### src/rtl/gpr_pkg.sv
// Shared constants and types for the GPR scoreboard and its write-port arbiter.
package gpr_pkg;

  localparam int unsigned XLEN   = 64;
  localparam int unsigned NREG   = 32;
  localparam int unsigned REG_IW = $clog2(NREG);

  // Writeback requesters competing for the single register-file write port.
  typedef enum logic {
    REQ_ALU = 1'b0,
    REQ_LSU = 1'b1
  } req_e;

endpackage

### src/rtl/rr_arb2.sv
// Two-way round-robin arbiter between the ALU and LSU writeback paths.
// A lone requester is always granted; on contention the prio requester wins
// and prio passes to the loser so it wins the next contended cycle.
module rr_arb2
  import gpr_pkg::*;
(
  input  logic clk,
  input  logic rstn,
  input  logic req_alu,
  input  logic req_lsu,
  output logic gnt_alu,
  output logic gnt_lsu
);

  req_e prio_q, prio_d;

  // Grant decode and priority rotation on contention.
  always_comb begin
    gnt_alu = req_alu && (!req_lsu || (prio_q == REQ_ALU));
    gnt_lsu = req_lsu && (!req_alu || (prio_q == REQ_LSU));
    prio_d  = prio_q;
    if (req_alu && req_lsu) begin
      prio_d = (prio_q == REQ_ALU) ? REQ_LSU : REQ_ALU;
    end
  end

  // Priority register, synchronous active-low reset to LSU.
  always_ff @(posedge clk) begin
    if (!rstn) begin
      prio_q <= REQ_LSU;
    end else begin
      prio_q <= prio_d;
    end
  end

endmodule

### src/rtl/gpr_scoreboard.sv
// Issue-side busy-bit scoreboard with RAW/WAW stall generation, plus the
// write-port mux that shares the register file between ALU and LSU writebacks.
module gpr_scoreboard
  import gpr_pkg::*;
(
  input  logic              clk,
  input  logic              rstn,
  // Decode / issue
  input  logic              id_valid,
  input  logic [REG_IW-1:0] id_rs1,
  input  logic [REG_IW-1:0] id_rs2,
  input  logic              id_rs1_used,
  input  logic              id_rs2_used,
  input  logic              id_rd_wen,
  input  logic [REG_IW-1:0] id_rd,
  output logic              id_stall,
  // ALU writeback
  input  logic              alu_wb_valid,
  output logic              alu_wb_ready,
  input  logic [REG_IW-1:0] alu_wb_rd,
  input  logic [XLEN-1:0]   alu_wb_data,
  // LSU writeback
  input  logic              lsu_wb_valid,
  output logic              lsu_wb_ready,
  input  logic [REG_IW-1:0] lsu_wb_rd,
  input  logic [XLEN-1:0]   lsu_wb_data,
  // Register file write port
  output logic              rf_wr_en,
  output logic [REG_IW-1:0] rf_index_rd,
  output logic [XLEN-1:0]   rf_data_rd,
  // Status
  output logic [NREG-1:0]   busy_vec,
  output logic              wb_err
);

  logic [NREG-1:0] busy_q, busy_d;
  logic            wb_err_q, wb_err_d;
  logic            gnt_alu, gnt_lsu;
  logic            wb_gnt;
  logic            issue_set;

  rr_arb2 u_arb (
    .clk     (clk),
    .rstn    (rstn),
    .req_alu (alu_wb_valid),
    .req_lsu (lsu_wb_valid),
    .gnt_alu (gnt_alu),
    .gnt_lsu (gnt_lsu)
  );

  // Hazard detection: stall while any used source or the destination is in flight.
  always_comb begin
    id_stall = id_valid &&
               ((id_rs1_used && busy_q[id_rs1]) ||
                (id_rs2_used && busy_q[id_rs2]) ||
                (id_rd_wen   && busy_q[id_rd]));
  end

  // Write-port mux; rd=0 writebacks are accepted but never write.
  always_comb begin
    alu_wb_ready = gnt_alu;
    lsu_wb_ready = gnt_lsu;
    wb_gnt       = gnt_alu || gnt_lsu;
    rf_index_rd  = gnt_alu ? alu_wb_rd   : lsu_wb_rd;
    rf_data_rd   = gnt_alu ? alu_wb_data : lsu_wb_data;
    rf_wr_en     = wb_gnt && (rf_index_rd != '0);
  end

  // Busy-bit and error-flag next state; set and clear hit different bits.
  always_comb begin
    issue_set = id_valid && !id_stall && id_rd_wen && (id_rd != '0);
    busy_d    = busy_q;
    wb_err_d  = wb_err_q;
    if (rf_wr_en) begin
      busy_d[rf_index_rd] = 1'b0;
      if (!busy_q[rf_index_rd]) begin
        wb_err_d = 1'b1;
      end
    end
    if (issue_set) begin
      busy_d[id_rd] = 1'b1;
    end
    busy_d[0] = 1'b0;
  end

  // State registers, synchronous active-low reset.
  always_ff @(posedge clk) begin
    if (!rstn) begin
      busy_q   <= '0;
      wb_err_q <= 1'b0;
    end else begin
      busy_q   <= busy_d;
      wb_err_q <= wb_err_d;
    end
  end

  assign busy_vec = busy_q;
  assign wb_err   = wb_err_q;

endmodule

### config.mk
export PLATFORM = sky130hd
export DESIGN_NAME = gpr_scoreboard
export DESIGN_NICKNAME = d
export VERILOG_FILES = /design/src/rtl/gpr_pkg.sv /design/src/rtl/rr_arb2.sv /design/src/rtl/gpr_scoreboard.sv
export SDC_FILE = /design/constraint.sdc
export NUM_CORES = 1
export LEC_CHECK = 0
export ABC_AREA = 1
export BUFFER_PORTS_ARGS = -buffer_cell sky130_fd_sc_hd__buf_2
export CAP_MARGIN = 25
export CORE_MARGIN = 10
export CORE_UTILIZATION = 40
export CTS_BUF_LIST = sky130_fd_sc_hd__clkbuf_8
export CTS_CLUSTER_DIAMETER = 80
export CTS_CLUSTER_SIZE = 30
export DETAILED_ROUTE_END_ITERATION = 8
export GPL_TIMING_DRIVEN = 0
export PLACE_DENSITY = 0.8
export SLEW_MARGIN = 15
export SYNTH_ARGS = -nofsm -noshare
export SYNTH_HDL_FRONTEND = slang
export SYNTH_HIERARCHICAL = 1
export SYNTH_SLANG_ARGS = --single-unit
### constraint.sdc
create_clock -name clk -period 2.01 [get_ports clk]
set_input_delay 0.5025 -clock clk [delete_from_list [all_inputs] [get_ports clk]]
set_output_delay 0.5025 -clock clk [all_outputs]
set_load 0.01 [all_outputs]
Yosys cells after proc, flatten, opt, wreduce, memory -nomap -nowiden
Index checks and enable logic that the tools add are counted.

storage, ports and cells
  register bits = 34
  bits of input ports = 161
  output and inout port bits = 106
  word-level logic and storage cells = 56

operators by class
  order comparisons = 6
  multiplexer cells = 17
  bitwise gates (word level) = 5
  reductions and logical operators = 24

operators with widths
  cell                                                                           number
  32-bit two-way mux                                                             2
  64-bit two-way mux                                                             1
  32-bit bitwise AND                                                             1
  32-bit inverter                                                                1
  32-bit OR                                                                      1
  5-bit by 6-bit less-than comparator with 1-bit output (second input constant)  4
  1-bit binary-select mux with 5-bit select                                      4
  1-bit logical AND                                                              13
  1-bit demux with 5-bit select                                                  2
  5-bit by 1-bit >= comparator with 1-bit output (second input constant)         2
  5-bit nonzero test                                                             2
  1-bit two-way mux                                                              7
  1-bit logical OR                                                               5
  5-bit two-way mux                                                              1
  1-bit zero test                                                                3
  1-bit inverter                                                                 2
  2-bit AND reduction                                                            1

Logic depth before layout (Yosys ltp)
  depth after elaboration = 13
  mapped depth = 15
  depth with buffers taken out = 13

Modules after synthesis
The synthesis kept the hierarchy.

by module, submodules not included
  module          instances  cells each  area each (um^2)  sequential area each (um^2)
  gpr_scoreboard  1          740         3915.0            640.6
  rr_arb2         1          8           56.3              20.0

Worst setup path after synthesis
OpenSTA, ideal clock, no wires.

  path type = input -> output
  from = in alu_wb_valid
  to = out rf_wr_en
  arrival = 1821 ps
  data required time = 1507 ps
  path slack = -313 ps
  stages = 7
  buffers on the path = 1
  path through = a21boi_1 buf_2 inv_2 or2_2 o21a_1 nor2_1 a21oi_1

between the ends
  elaborated cells on any way between the ends = 8
  those cells by class = 1 x mux; 7 x reduce/logical

RTL lines
  element                   RTL line              source
  start: declaration        gpr_scoreboard.sv:18  input logic alu_wb_valid,
  1-bit logical AND         rr_arb2.sv:19         gnt_alu = req_alu && (!req_lsu || (prio_q == REQ_ALU));
  5-bit two-way mux         gpr_scoreboard.sv:64  rf_index_rd = gnt_alu ? alu_wb_rd : lsu_wb_rd;
  named net rf_index_rd[2]  gpr_scoreboard.sv:29  output logic [REG_IW-1:0] rf_index_rd,
  5-bit nonzero test        gpr_scoreboard.sv:66  rf_wr_en = wb_gnt && (rf_index_rd != '0);
  1-bit logical AND         gpr_scoreboard.sv:66
  end: declaration          gpr_scoreboard.sv:28  output logic rf_wr_en,

The timed path passes the listed nets, and every way through them passes these cells.

Final worst setup path
  from = reg busy_q[21] (netlist: busy_vec[21])
  to = out id_stall

between the ends
  word-level cells in the longest chain between the ends = 6
  elaborated cells on any way between the ends = 12
  those cells by class = 6 x mux; 6 x reduce/logical

ends and longest elaborated chain
  element                                                              RTL line                                    source
  start: declaration                                                   gpr_scoreboard.sv:36                        logic [NREG-1:0] busy_q, busy_d;
  start signal: assignment                                             gpr_scoreboard.sv:92                        busy_q <= busy_d;
  1-bit binary-select mux with 5-bit select, on equally long branches  gpr_scoreboard.sv:54, gpr_scoreboard.sv:55
  1-bit two-way mux, on equally long branches                          gpr_scoreboard.sv:54, gpr_scoreboard.sv:55
  1-bit logical AND, on equally long branches                          gpr_scoreboard.sv:54, gpr_scoreboard.sv:55
  1-bit logical OR                                                     gpr_scoreboard.sv:54                        ((id_rs1_used && busy_q[id_rs1]) ||
  1-bit logical OR *                                                   gpr_scoreboard.sv:55                        (id_rs2_used && busy_q[id_rs2]) ||
  1-bit logical AND *                                                  gpr_scoreboard.sv:53                        id_stall = id_valid &&
  end: declaration                                                     gpr_scoreboard.sv:16                        output logic id_stall,

Every way passes the cells marked *; elsewhere a longest branch is shown, timed or not. The select of a mux whose other input is x is not followed.

==> flow_metrics.py <==
metrics = {
    "die": {
        "core-area_um2": 9730,
        "ios": 267,
        "die_w_um": 120,
        "die_y_um": 120,
        "dieArea_um2": 14300,
        "fp-row-count": 36,
        "start_util": 0.408,
    },
    "clock_tree": {
        "cts_max_level": 2,
        "cts_hold_buf": 0,
        "cts_tree": "yes",
        "numCtsBuffers": 5,
        "clock_sinks": 33,
        "cts_buffer_depth": 2,
        "clk_pin_slew_ps": 70,
        "cts_root_buffer": "clkbuf_8",
        "clkLatencyLatePin_ps": 290,
    },
    "route": {
        "wl_per_cell_um": 19.9,
        "routed_via_density": 5.38,
        "via_count": 6396,
        "finalWirelength_mm": 23.7,
        "drt_first_pass_iters": 6,
        "ant_nets": 0,
        "drtIter0Drc": 787,
        "drt_drc_violations_left": 0,
    },
    "setup_path": {
        "r2r_end": "wb_err",
        "worst-path-max-fanout": 6,
        "r2r_setup_slack_ps": -140,
        "crit_end": "id_stall",
        "crit_required_ps": 1510,
        "crit_path_end_kind": "primary output",
        "r2r_start": "u_arb/prio_q",
        "rr_worst_depth": 15,
        "critPathKind": "reg2out",
        "arrival_ps": 1780,
        "crit_path_start": "busy_vec[21]",
        "start_kind": "register",
    },
    "sta": {
        "final_hold_viol_count": 0,
        "setup_viol": 98,
        "setup_slack_ps": -276,
        "post-route-period-util": 1.14,
        "fin_crit_ps": 2290,
        "drv_slew": 0,
        "max_freq_mhz": 437,
        "tightest_slew_ps": 751,
        "relSlewSlack": 0.500,
        "fin_worst_skew_ps": 3.50,
        "rsz0062_at_grt": "yes",
    },
    "synthesis": {
        "synth_cell_types": 29,
        "yosysTopAreaCellShare": 0.325,
        "synth_cells": 748,
        "syn_area_um2": 3970,
        "syn_avg_cell_area_um2": 5.31,
        "synth_nets": 909,
        "ys_seq_area_frac": 0.166,
        "ys_ff_latch": 33,
        "yosysTopAreaCell": "nand2_1",
        "ys_warn_count": 6,
        "synth_area_leaders": "nand2_1, dfxtp_1, nand3_2, inv_1, nand3_1",
    },
    "power": {
        "p_per_area_nw_per_um2": 376,
        "p_leak_nw": 3.51,
        "peakVddDrop_uv": 331,
        "p_total_mw": 2.61,
    },
    "run": {
        "maxCapViolCount": 0,
    },
    "global_routing": {
        "grt_pass1_vias": 5803,
        "grt_usage": 0.277,
        "grt-busiest-layer": "met2",
        "use_met1": 0.335,
        "grt_pass1_wl_mm": 32.0,
        "met3_usage": 0.104,
        "antenna_found_initial": 0,
        "use_met2": 0.451,
        "grt_max_degree": 11,
        "overflow": 0,
    },
    "place": {
        "numPortBuffers": 263,
        "place_hpwl_mm": 17.4,
        "dpl-instance-area_um2": 5530,
        "place_congestion": 0.958,
    },
    "cells_and_area": {
        "fill_cells": 847,
        "final_common_cell": "nand2_1",
        "area_delta_synth_final_pct": 74.6,
        "utilization": 0.713,
        "nNetsFinal": 1216,
        "final_area_um2": 6940,
        "n_antenna_cell": 0,
        "drive_above_1_share": 0.488,
        "mostFrequentLayoutCells": "nand2_1, buf_2, inv_1",
    },
    "hold_path": {
        "hp-class": "in2reg",
        "min_path_cells": 2,
    },
    "outcome": {
        "violations": "negative setup slack",
        "outcome": "complete, but fails checks",
    },
}
-- worst max-delay path, stage by stage, from the launching register on --
cell and delay [ps]:
dfxtp_1 570, a21oi_1 110, o21ai_1 90, a21oi_1 80
nor2_1 120, nor2_2 70, nor2_4 200, o21ai_2 90
inv_1 50, buf_2 120
-- synth_stat cells --
| cell type | instances |
|---|---|
| a22oi_1 | 12 |
| nor2_1 | 53 |
| a21boi_1 | 2 |
| a21oi_2 | 21 |
| nand4_1 | 1 |
| dfxtp_1 | 33 |
| o21ai_2 | 1 |
| or2_2 | 3 |
| nand2_2 | 2 |
| nand3b_1 | 1 |
| a21oi_1 | 19 |
| buf_1 | 1 |
| buf_2 | 10 |
| nor3_1 | 8 |
| nor2_2 | 4 |
| o211ai_1 | 1 |
| buf_4 | 4 |
| nand3_1 | 47 |
| clkbuf_1 | 16 |
| inv_2 | 6 |
| o21a_1 | 1 |
| nor2_8 | 1 |
| buf_6 | 4 |
| o21ai_0 | 32 |
| nand2_1 | 344 |
| inv_1 | 63 |
| o21ai_1 | 27 |
| nand3_2 | 30 |
| conb_1 | 1 |
-- repair_timing --
item                                    4_1_cts  5_1_grt
endpoints found under the setup margin      101      102
gates resized for setup                      88      186
pin swaps                                    11       30
cloned                                        2       14
buffers inserted                             10       12
-- per-layer routing --
metal | routed length (um) | vias up
li1 | - | 3002
met1 | 8650 | 2870
met2 | 11200 | 467
met3 | 3130 | 57
met4 | 677 | 0
met5 | 0 | -
-- flip-flops by register name, summed over array words and instances (netlist names) --
name,count
busy_vec,31
u_arb/prio_q,1
wb_err,1
-- layout make-up --
class                           count  area (um^2)  share of cell area
Inverter                           69          282              0.0406
Timing Repair inverter              1         5.00            0.000722
Buffer                             35          435              0.0628
Clock inverter                      3         11.3             0.00162
Timing Repair Buffer              297         2030               0.292
Clock buffer                        5         68.8             0.00992
Tap cell                          133          166              0.0240
Multi-Input combinational cell    613         3240               0.467
Sequential cell                    33          703               0.101
-- logic make-up (layout without fill, tap and decap cells) --
family / Yosys count / in the layout / synth area share
flip-flops: 33 / 33 / 0.166
AO/OA/AOI/OAI: 116 / 116 / 0.177
AND/OR/NAND/NOR: 494 / 496 / 0.543
buffers and inverters: 104 / 410 / 0.113
other: 1 / 1 / 0.000944
-- worst min-delay path by stage --
stage | slack, ps | endpoint | startpoint
floorplan | 470 | wb_err | wb_err
global placement | 440 | wb_err | wb_err
detailed placement | 450 | wb_err | wb_err
CTS | 450 | u_arb/prio_q | rstn
global route | 450 | u_arb/prio_q | rstn
finish | 440 | u_arb/prio_q | rstn
-- power breakdown --
part           total, mW  leakage (nW)  internal (mW)  switching [mW]
registers          0.669         0.281          0.657          0.0114
logic               1.46          3.17          0.666           0.799
clock network      0.473        0.0519          0.231           0.243
-- stage by stage --
step                cells  hold WS (ps)  TNS, ps  worst slack, ps
detailed placement   1144           453   -43650             -579
CTS                  1164           446    -9120             -242
global placement     1144           439   -41480             -571
finish               1189           443   -11730             -276
floorplan             748           474    -45.5            -45.5
global route         1189           447   -18890             -354
(Power assumes the default switching activity.)
